<file path="config.mk">
export PLATFORM = sky130hd
export DESIGN_NAME = uart_tx_arbiter
export DESIGN_NICKNAME = d
export VERILOG_FILES = /design/src/rtl/uart_pkg.sv /design/src/rtl/rr_select.sv /design/src/rtl/uart_tx_arbiter.sv
export SDC_FILE = /design/constraint.sdc
export NUM_CORES = 1
export LEC_CHECK = 0
export ABC_AREA = 0
export CORE_MARGIN = 5
export CORE_UTILIZATION = 46
export DETAILED_ROUTE_END_ITERATION = 7
export PLACE_DENSITY = 0.85
export SYNTH_ARGS = -nofsm -noshare
export SYNTH_HDL_FRONTEND = slang
export SYNTH_HIERARCHICAL = 1
export SYNTH_SLANG_ARGS = --single-unit
</file>
<file path="constraint.sdc">
create_clock -name clk -period 2.9 [get_ports clk]
set_input_delay 0.435 -clock clk [delete_from_list [all_inputs] [get_ports clk]]
set_output_delay 0.435 -clock clk [all_outputs]
set_load 0.01 [all_outputs]
</file>
<file path="src/rtl/uart_pkg.sv">
// Shared UART definitions.
// Holds the arbiter state encoding, the default character width and the
// clock/baud constants used by both the arbiter and the transmitter.
// No ports (package).
package uart_pkg;

    // Arbiter sequencing states, 2-bit encoding.
    typedef enum logic [1:0] {
        IDLE      = 2'd0,
        SEND      = 2'd1,
        WAIT_BUSY = 2'd2,
        WAIT_DONE = 2'd3
    } arb_state_e;

    localparam int unsigned DEF_DATA_WIDTH = 8;

    localparam int unsigned CLK_FREQ_HZ  = 50_000_000;
    localparam int unsigned BAUD_RATE    = 115_200;
    localparam int unsigned CLKS_PER_BIT = CLK_FREQ_HZ / BAUD_RATE;

endpackage

</file>
<file path="src/rtl/rr_select.sv">
// Combinational round-robin picker.
// Searches req starting at last+1 upward with wrap and returns the first
// set index. Shared with the receiver-side distributor.
// Ports:
//   req    in   NUM_REQ    request vector
//   last   in   IDX_WIDTH  index granted most recently (lowest priority)
//   winner out  IDX_WIDTH  selected index (0 when valid is low)
//   valid  out  1          at least one request is set
module rr_select
    import uart_pkg::*;
#(
    parameter int unsigned NUM_REQ   = 4,
    parameter int unsigned IDX_WIDTH = 2
) (
    input  logic [NUM_REQ-1:0]   req,
    input  logic [IDX_WIDTH-1:0] last,
    output logic [IDX_WIDTH-1:0] winner,
    output logic                 valid
);

    logic [IDX_WIDTH-1:0] cand;

    always_comb begin
        valid  = 1'b0;
        winner = '0;
        cand   = '0;
        // i = 1 is the highest priority slot, i = NUM_REQ wraps back to last.
        for (int unsigned i = 1; i <= NUM_REQ; i++) begin
            cand = IDX_WIDTH'((32'(last) + i) % NUM_REQ);
            if (!valid && req[cand]) begin
                valid  = 1'b1;
                winner = cand;
            end
        end
    end

endmodule

</file>
<file path="src/rtl/uart_tx_arbiter.sv">
// Round-robin arbiter sharing one UART transmitter among NUM_REQ clients.
// Each character is sequenced IDLE -> SEND -> WAIT_BUSY -> WAIT_DONE -> IDLE.
// Ports:
//   clk, rst        clock (rising edge), asynchronous active-high reset
//   req             per-requester request, held until grant_ack
//   req_data        packed characters, requester i at [i*DATA_WIDTH +: DATA_WIDTH]
//   req_parity      per-requester parity mode (1 odd, 0 even)
//   grant_ack       one-hot one-cycle pulse, character captured
//   tx_send         one-cycle start pulse to the transmitter
//   tx_din          character to transmitter, held until return to IDLE
//   tx_parity_mode  parity mode to transmitter, held like tx_din
//   tx_busy         transmitter busy status
//   owner           index of the requester being served
//   arb_busy        high whenever not in IDLE
//   err_timeout     one-cycle pulse when the transmitter never went busy
module uart_tx_arbiter
    import uart_pkg::*;
#(
    parameter int unsigned NUM_REQ      = 4,
    parameter int unsigned DATA_WIDTH   = DEF_DATA_WIDTH,
    parameter int unsigned BUSY_TIMEOUT = 16,
    parameter int unsigned TO_WIDTH     = 5,
    parameter int unsigned IDX_WIDTH    = 2
) (
    input  logic                          clk,
    input  logic                          rst,
    input  logic [NUM_REQ-1:0]            req,
    input  logic [NUM_REQ*DATA_WIDTH-1:0] req_data,
    input  logic [NUM_REQ-1:0]            req_parity,
    output logic [NUM_REQ-1:0]            grant_ack,
    output logic                          tx_send,
    output logic [DATA_WIDTH-1:0]         tx_din,
    output logic                          tx_parity_mode,
    input  logic                          tx_busy,
    output logic [IDX_WIDTH-1:0]          owner,
    output logic                          arb_busy,
    output logic                          err_timeout
);

    // The counter clears in SEND and the pulse is registered, so deciding on
    // count BUSY_TIMEOUT-2 places err_timeout exactly BUSY_TIMEOUT cycles
    // after tx_send.
    localparam logic [TO_WIDTH-1:0]  TO_LAST   = TO_WIDTH'(BUSY_TIMEOUT - 2);
    localparam logic [IDX_WIDTH-1:0] LAST_INIT = IDX_WIDTH'(NUM_REQ - 1);

    arb_state_e                state_q, state_d;
    logic [NUM_REQ-1:0]        grant_ack_q, grant_ack_d;
    logic                      tx_send_q, tx_send_d;
    logic [DATA_WIDTH-1:0]     tx_din_q, tx_din_d;
    logic                      tx_parity_q, tx_parity_d;
    logic [IDX_WIDTH-1:0]      owner_q, owner_d;
    logic [IDX_WIDTH-1:0]      last_q, last_d;
    logic [TO_WIDTH-1:0]       cnt_q, cnt_d;
    logic                      arb_busy_q, arb_busy_d;
    logic                      err_q, err_d;

    logic [IDX_WIDTH-1:0]      win_idx;
    logic                      win_valid;

    rr_select #(
        .NUM_REQ   (NUM_REQ),
        .IDX_WIDTH (IDX_WIDTH)
    ) u_rr_select (
        .req    (req),
        .last   (last_q),
        .winner (win_idx),
        .valid  (win_valid)
    );

    always_comb begin
        state_d     = state_q;
        grant_ack_d = '0;
        tx_send_d   = 1'b0;
        tx_din_d    = tx_din_q;
        tx_parity_d = tx_parity_q;
        owner_d     = owner_q;
        last_d      = last_q;
        cnt_d       = cnt_q;
        err_d       = 1'b0;

        unique case (state_q)
            IDLE: begin
                if (win_valid) begin
                    tx_din_d    = req_data[win_idx*DATA_WIDTH +: DATA_WIDTH];
                    tx_parity_d = req_parity[win_idx];
                    owner_d     = win_idx;
                    last_d      = win_idx;
                    // Ack and start pulse are registered, so both appear in SEND.
                    grant_ack_d = NUM_REQ'(1) << win_idx;
                    tx_send_d   = 1'b1;
                    state_d     = SEND;
                end
            end
            SEND: begin
                cnt_d   = '0;
                state_d = WAIT_BUSY;
            end
            WAIT_BUSY: begin
                if (tx_busy) begin
                    state_d = WAIT_DONE;
                end else if (cnt_q == TO_LAST) begin
                    err_d   = 1'b1;
                    state_d = IDLE;
                end else begin
                    cnt_d = cnt_q + 1'b1;
                end
            end
            WAIT_DONE: begin
                if (!tx_busy) begin
                    state_d = IDLE;
                end
            end
            default: state_d = IDLE;
        endcase

        arb_busy_d = (state_d != IDLE);
    end

    always_ff @(posedge clk or posedge rst) begin
        if (rst) begin
            state_q     <= IDLE;
            grant_ack_q <= '0;
            tx_send_q   <= 1'b0;
            tx_din_q    <= '0;
            tx_parity_q <= 1'b0;
            owner_q     <= '0;
            last_q      <= LAST_INIT;
            cnt_q       <= '0;
            arb_busy_q  <= 1'b0;
            err_q       <= 1'b0;
        end else begin
            state_q     <= state_d;
            grant_ack_q <= grant_ack_d;
            tx_send_q   <= tx_send_d;
            tx_din_q    <= tx_din_d;
            tx_parity_q <= tx_parity_d;
            owner_q     <= owner_d;
            last_q      <= last_d;
            cnt_q       <= cnt_d;
            arb_busy_q  <= arb_busy_d;
            err_q       <= err_d;
        end
    end

    assign grant_ack      = grant_ack_q;
    assign tx_send        = tx_send_q;
    assign tx_din         = tx_din_q;
    assign tx_parity_mode = tx_parity_q;
    assign owner          = owner_q;
    assign arb_busy       = arb_busy_q;
    assign err_timeout    = err_q;

endmodule

</file>
==> results.md, run 1 <==
* Hold Fails Final Rpt at 0
* Post-Synth Adder-Cell Area at 1.66%
* Core Util, Final at 68.8%
* Post-synthesis compound-gate area fraction at 11.3%
* Worst reg2reg path depth at 7
* Vias in the first global route at 1315
* Avg WL per Cell at 14.3 um
* Fin Setup TNS at 0 ns
* Maxcap violations at 0
* Most common cell after layout, fill and taps aside: clkdlybuf4s50_1
* Pwr Density at 746 nW/um^2
* Iteration-0 DRC Markers at 66
* Post-Syn Nets at 184
* Row cnt at 20
* Ys flop type: dfrtp_1
* Max frequency at 481 MHz
* Initial antenna violation count at 0
* Die area at 4520 sq um
* Worst slew pin tran at 0.615 ns
* Initial Util at 48.5%
* Max stage delay on crit path at 0.57 ns
* Gate Count Post-Synth at 139
* Clock Power Share at 9.9%
* YS warnings at 6
* Die Span Y at 67.2 um
* Clock Latency Late Sink at 0.31 ns
* CTS root buf: clkbuf_4
* DP HPWL at 2710 um
* Antenna cell count at 0
* RSZ-0062 raised after global routing: false
* VDD IR max at 0.358 mV
* RePlAce Congestion at 0.814
* Crit-path leading delay family: simple AND/OR/NAND/NOR gates
* Power Total at 1590 uW
* CP startpoint kind: input pin
* Largest family of logic cells by synthesized area: simple AND/OR/NAND/NOR gates
* Post-synthesis mux area share at 14.1%
* Area growth syn-to-layout at 41.9%
* Crit-path cells: clkdlybuf4s50_1 -> nor2_1 -> nand2_1 -> or3b_1 -> inv_4 -> and2_4 -> and2b_1
* R2R Setup Slk at 0.91 ns
* Gate power share at 49.2%
* Clk_skew at 0.000679 ns
* Hold Buf Count CTS at 0
* Final setup fails at 0
* Reg2Reg Launch Point: last_q[1]$_DFFE_PP1P_
* Internal power at 1020 uW
* Ratio of cells with drive above 1 in the final layout at 11.2%
* Critical Path RT at 3.12 ns
* Post-CTS Setup Inserts at 0
* Largest net degree at the start of global routing at 28
* Synth Area in XOR/XNOR at 0%
* Placed standard-cell area at 2110 sq um
* Remaining DRCs at 0
* GRT Util Overall at 17.0%
* Slew Viols, Final at 0
* Sequential share of the synthesized area at 45.1%
* CP Class: in2reg
* Cell variety after synth at 41
* First-pass GRT wire length at 5790 um
* Final ANT Viol Nets at 0
* Tcrit/Tclk final at 71.7%
* Die X at 67.2 um
* Time the worst path needs with I/O delays and setup at 2.08 ns
* Final wirelength at 3440 um
* R2R Path End: tx_din[4]$_DFFE_PP0P_
* Finished Layout Cells at 241
* Sw frac at 35.9%
* Mapped cell area at 1510 sq um
* Drt first pass iters at 4
* Vias at 1242
* Simple-gate area share of the yosys netlist at 21.5%
* Worst slew margin at 59.0%
* # nets final at 243
* Leak at 0.000931 uW
* Buf/Inv on CP at 2
* Most frequent cells in the layout: 60 x clkdlybuf4s50_1, 37 x nand2_1, 25 x dfrtp_1
* Core area at 3100 sq um
* Async set-reset flop share out of synthesis at 100%
* Cell area after layout at 2140 sq um
* Post-synth EDFFs at 0
* # IOs at 61
* CP Capture Type: flop
* Slowest cell on crit path: or3b_1
* Inst Count DP at 237
* PortBufs at 60
* Crit Path Max Fanout at 17
* Post-synthesis register bit count at 27
* Worst-path clk slew at 0.13 ns
* Hold/Removal Path Class: in2async
* Total CTS buffers at 3
* H-tree depth at 1
* Clock sinks at 27
* Via density at 5.15
* Switching power total at 571 uW
* Total grt overflow at 0
* CTS Buffer Depth at 2
* Crit path DAT at 2.30 ns
* Flop pwr share at 40.8%
* CTS tree: yes
* Avg Inst Size Synth at 10.8 sq um
* Outcome: finished clean
* Gates resized, CTS repair at 0
==> worst reg2reg max path, delay by kind of cell (launching register included) <==
| family | cells | cell delay [ns] |
|---|---|---|
| buf+inv | 1 | 0.27 |
| flops | 1 | 0.61 |
| mux | 1 | 0.53 |
| simple gates | 3 | 0.28 |
| compound gates | 2 | 0.22 |
==> power by group through the flow <==
stage,Clock (uW),Combinational [uW],Sequential [uW]
2_1_floorplan,0,505,649
3_3_place_gp,0,776,649
3_5_place_dp,0,794,656
4_1_cts,165,797,650
5_1_grt,179,859,675
6_report,158,784,651
==> area by class of cell <==
| type | instances | area, sq um |
|---|---|---|
| inverter | 5 | 21.3 |
| fill | 249 | 967 |
| tap | 44 | 55.1 |
| clock buffer | 4 | 26.3 |
| sequential | 27 | 678 |
| timing repair buffer | 63 | 623 |
| multi-input combinational | 98 | 732 |
==> registers in the layout, indices dropped and copies added, names as in the netlist, 2 cells and up <==
register and flops:
state_q 2, cnt_q 5, last_q 2, owner 2
tx_din 8, grant_ack 4
==> cells in the mapped netlist, types with 2 or more instances <==
master,number,share of area [%]
nor2b_1,3,1.2
clkbuf_1,2,0.50
ha_1,2,1.7
a21oi_1,5,1.7
and2b_1,2,1.0
a21boi_0,2,1.0
inv_1,4,1.0
a21o_1,2,1.0
and4b_1,2,1.3
nor3_1,3,1.0
mux4_2,9,13
dfstp_2,2,3.5
buf_6,5,3.7
a31oi_1,2,0.83
nor3b_1,2,1.0
and3_1,2,0.83
dfrtp_1,25,42
nor2_1,2,0.50
nand2b_1,3,1.2
a22o_1,3,1.7
nand2_1,37,9.2
==> routing by layer <==
metal  global-route usage (%)  part of all wire [%]
met5                        0                     0
met2                     29.2                    50
met1                     20.0                    40
met3                     5.32                   8.6
met4                     6.08                  0.84
==> cell families (layout without fill, tap and decap cells) <==
kind of cell             after synthesis  in the layout
multiplexers                          10             10
adder cells (fa/ha/maj)                2              2
AO/OA/AOI/OAI                         22             22
buffers and inverters                 14             72
flip-flops                            27             27
AND/OR/NAND/NOR                       64             64
==> how the worst max path moves through the flow <==
| stage | start | endpoint | slack, ns | depth (start not counted) |
|---|---|---|---|---|
| final | req[3] | grant_ack[2]$_DFF_PP0_ | 0.82 | 7 |
| after global routing | req[3] | grant_ack[2]$_DFF_PP0_ | 0.69 | 7 |
| after CTS | req[3] | grant_ack[2]$_DFF_PP0_ | 0.82 | 7 |
| after detailed placement | req[3] | grant_ack[2]$_DFF_PP0_ | 0.48 | 7 |
| after global placement | req[3] | tx_din[5]$_DFFE_PP0P_ | 0.56 | 8 |
| after floorplan | last_q[1]$_DFFE_PP1P_ | tx_din[4]$_DFFE_PP0P_ | 1.01 | 8 |
==> stage by stage <==
stage                     hold WS (ns)  setup WS (ns)
after floorplan                  0.460           1.01
after global placement           0.461          0.563
after detailed placement         0.463          0.480
after CTS                        0.459          0.822
after global routing             0.469          0.687
final                            0.454          0.821
(Power assumes the default switching activity.)
==> run 2, diff against run 1 <==
--- a/config.mk
+++ b/config.mk
@@ -7,9 +7,9 @@
 export LEC_CHECK = 0
 export ABC_AREA = 0
 export CORE_MARGIN = 5
-export CORE_UTILIZATION = 46
+export CORE_UTILIZATION = 43
 export DETAILED_ROUTE_END_ITERATION = 7
-export PLACE_DENSITY = 0.85
+export PLACE_DENSITY = 0.8
 export SYNTH_ARGS = -nofsm -noshare
 export SYNTH_HDL_FRONTEND = slang
 export SYNTH_HIERARCHICAL = 1
==> constraint.sdc (replaced) <==
create_clock -name clk -period 2.1 [get_ports clk]
set_input_delay 0.315 -clock clk [delete_from_list [all_inputs] [get_ports clk]]
set_output_delay 0.315 -clock clk [all_outputs]
set_load 0.01 [all_outputs]
==> results.md, run 2 (synthesis results as in run 1) <==
* Via density at 5.21
* H-tree depth at 1
* Iteration-0 DRC Markers at 48
* Total grt overflow at 0
* Core area at 3360 sq um
* Time the worst path needs with I/O delays and setup at 1.98 ns
* Most common cell after layout, fill and taps aside: clkdlybuf4s50_1
* Row cnt at 21
* Final ANT Viol Nets at 0
* Clock sinks at 27
* Die Span Y at 69.2 um
* # IOs at 61
* Tcrit/Tclk final at 94.3%
* Slowest cell on crit path: dfstp_2
* Hold Fails Final Rpt at 0
* DP HPWL at 2840 um
* Maxcap violations at 0
* Ratio of cells with drive above 1 in the final layout at 12.9%
* Slew Viols, Final at 0
* Worst slew margin at 72.4%
* Crit-path cells: nand2b_1 -> a21oi_2 -> o221ai_2 -> buf_12 -> mux4_2 -> nand2_1 -> nand2_1
* Crit Path Max Fanout at 14
* # nets final at 247
* Antenna cell count at 0
* Drt first pass iters at 4
* Hold Buf Count CTS at 0
* RePlAce Congestion at 0.827
* Vias in the first global route at 1381
* Gate power share at 52.0%
* PortBufs at 60
* Final wirelength at 3570 um
* Busiest grt layer: met2
* Core Util, Final at 64.8%
* Avg WL per Cell at 14.4 um
* CP endpoint: tx_din[7]$_DFFE_PP0P_
* Largest net degree at the start of global routing at 28
* Crit path DAT at 2.21 ns
* Reg2Reg Launch Point: last_q[1]$_DFFE_PP1P_
* Total CTS buffers at 3
* Clk_skew at 0.00355 ns
* Crit path launch: last_q[1]$_DFFE_PP1P_
* Most frequent CP cell: nand2_1
* Met2 usage at 26.8%
* Clock Power Share at 9.7%
* Internal power at 1470 uW
* Gates resized, CTS repair at 0
* Clock Latency Late Sink at 0.32 ns
* Die X at 69.2 um
* GRT met3 Usage at 4.65%
* Vias at 1288
* CP Class: reg2reg
* Switching power total at 814 uW
* GR Util met1 at 19.1%
* CTS tree: yes
* Post-CTS Setup Inserts at 0
* CTS root buf: clkbuf_4
* Initial antenna violation count at 0
* R2R Setup Slk at 0.12 ns
* Filler cells at 300
* Pwr Density at 1050 nW/um^2
* First-pass GRT wire length at 6170 um
* CTS Buffer Depth at 2
* Most frequent cells in the layout: 60 x clkdlybuf4s50_1, 37 x nand2_1, 25 x dfrtp_1
* VDD IR max at 0.562 mV
* Final setup fails at 0
* GRT Util Overall at 15.9%
* Area growth syn-to-layout at 44.9%
* Leak at 0.000954 uW
* R2R Path End: tx_din[7]$_DFFE_PP0P_
* Critical Path RT at 2.33 ns
* Max stage delay on crit path at 0.61 ns
* Sw frac at 35.7%
* Hold/Removal Path Class: in2async
* Remaining DRCs at 0
* Max FFs per register at 8
* CP Capture Type: flop
* Worst-path clk slew at 0.14 ns
* RSZ-0062 raised after global routing: false
* Initial Util at 44.8%
* Outcome: finished clean
* Max frequency at 505 MHz
* CP startpoint kind: flop
* Worst reg2reg path depth at 7
* Flop pwr share at 38.3%
* Die area at 4780 sq um
* Worst slew pin tran at 0.414 ns
* Power Total at 2280 uW
run 2: changes by cell type in the layout (fill, tap and decap cells not counted), sizes merged:
cell / before / now
buf: 3 / 7
run 2: how the worst min path moves through the flow:
stage | from | endpoint | slack (ns) | depth (start not counted)
floorplan | rst | arb_busy$_DFF_PP0_ | 0.37 | 1
global placement | tx_din[3]$_DFFE_PP0P_ | tx_din[3]$_DFFE_PP0P_ | 0.46 | 2
detailed placement | tx_din[2]$_DFFE_PP0P_ | tx_din[2]$_DFFE_PP0P_ | 0.46 | 2
CTS | rst | tx_din[1]$_DFFE_PP0P_ | 0.33 | 3
global route | rst | state_q[0]$_DFF_PP0_ | 0.39 | 3
finish | rst | tx_send$_DFF_PP0_ | 0.33 | 3
run 2: area by class of cell:
cell class | count | area (sq um) | share of cell area (%)
repair buffers | 67 | 666 | 30.5
inverters | 5 | 21.3 | 0.975
multi-input cells | 98 | 732 | 33.6
clock buffers | 4 | 26.3 | 1.20
flip-flops and latches | 27 | 678 | 31.1
well taps | 46 | 57.6 | 2.64
run 2: power by group through the flow:
stage | Clock (uW) | Combinational, uW | Sequential (uW)
after floorplan | 0 | 698 | 897
after global placement | 0 | 1160 | 869
after detailed placement | 0 | 1210 | 877
after CTS | 228 | 1210 | 875
after global routing | 253 | 1310 | 906
final | 221 | 1190 | 873
run 2: per-stage QoR:
stage / std cells / worst slack [ns] / hold slack [ns] / area (sq um) / TNS (ns)
CTS: 247 / 0.104 / 0.335 / 2180 / 0
finish: 247 / 0.119 / 0.329 / 2180 / 0
floorplan: 139 / 0.213 / 0.366 / 1510 / 0
global route: 247 / 0.00126 / 0.386 / 2180 / 0
global placement: 243 / -0.0546 / 0.459 / 2150 / -0.444
detailed placement: 243 / -0.169 / 0.464 / 2150 / -1.36
run 2: worst max-delay path: cells and delay by family, from the launching register on:
family / cells / cell delay (ns)
mux: 1 / 0.49
buf+inv: 1 / 0.19
compound gates: 2 / 0.29
flops: 1 / 0.61
simple gates: 3 / 0.29
run 2: layer usage:
layer,wire [um],part of all wire [%]
met3,338,9.5
met4,36,1.0
met2,1730,48
met1,1470,41
met5,0,0
==> run 3, diff against run 2 <==
--- a/config.mk
+++ b/config.mk
@@ -8,6 +8,7 @@
 export ABC_AREA = 0
 export CORE_MARGIN = 5
 export CORE_UTILIZATION = 43
+export CTS_CLUSTER_SIZE = 40
 export DETAILED_ROUTE_END_ITERATION = 7
 export PLACE_DENSITY = 0.8
 export SYNTH_ARGS = -nofsm -noshare
==> results of run 3 <==
The final DEF is identical to that of run 2; final timing and power are the same.
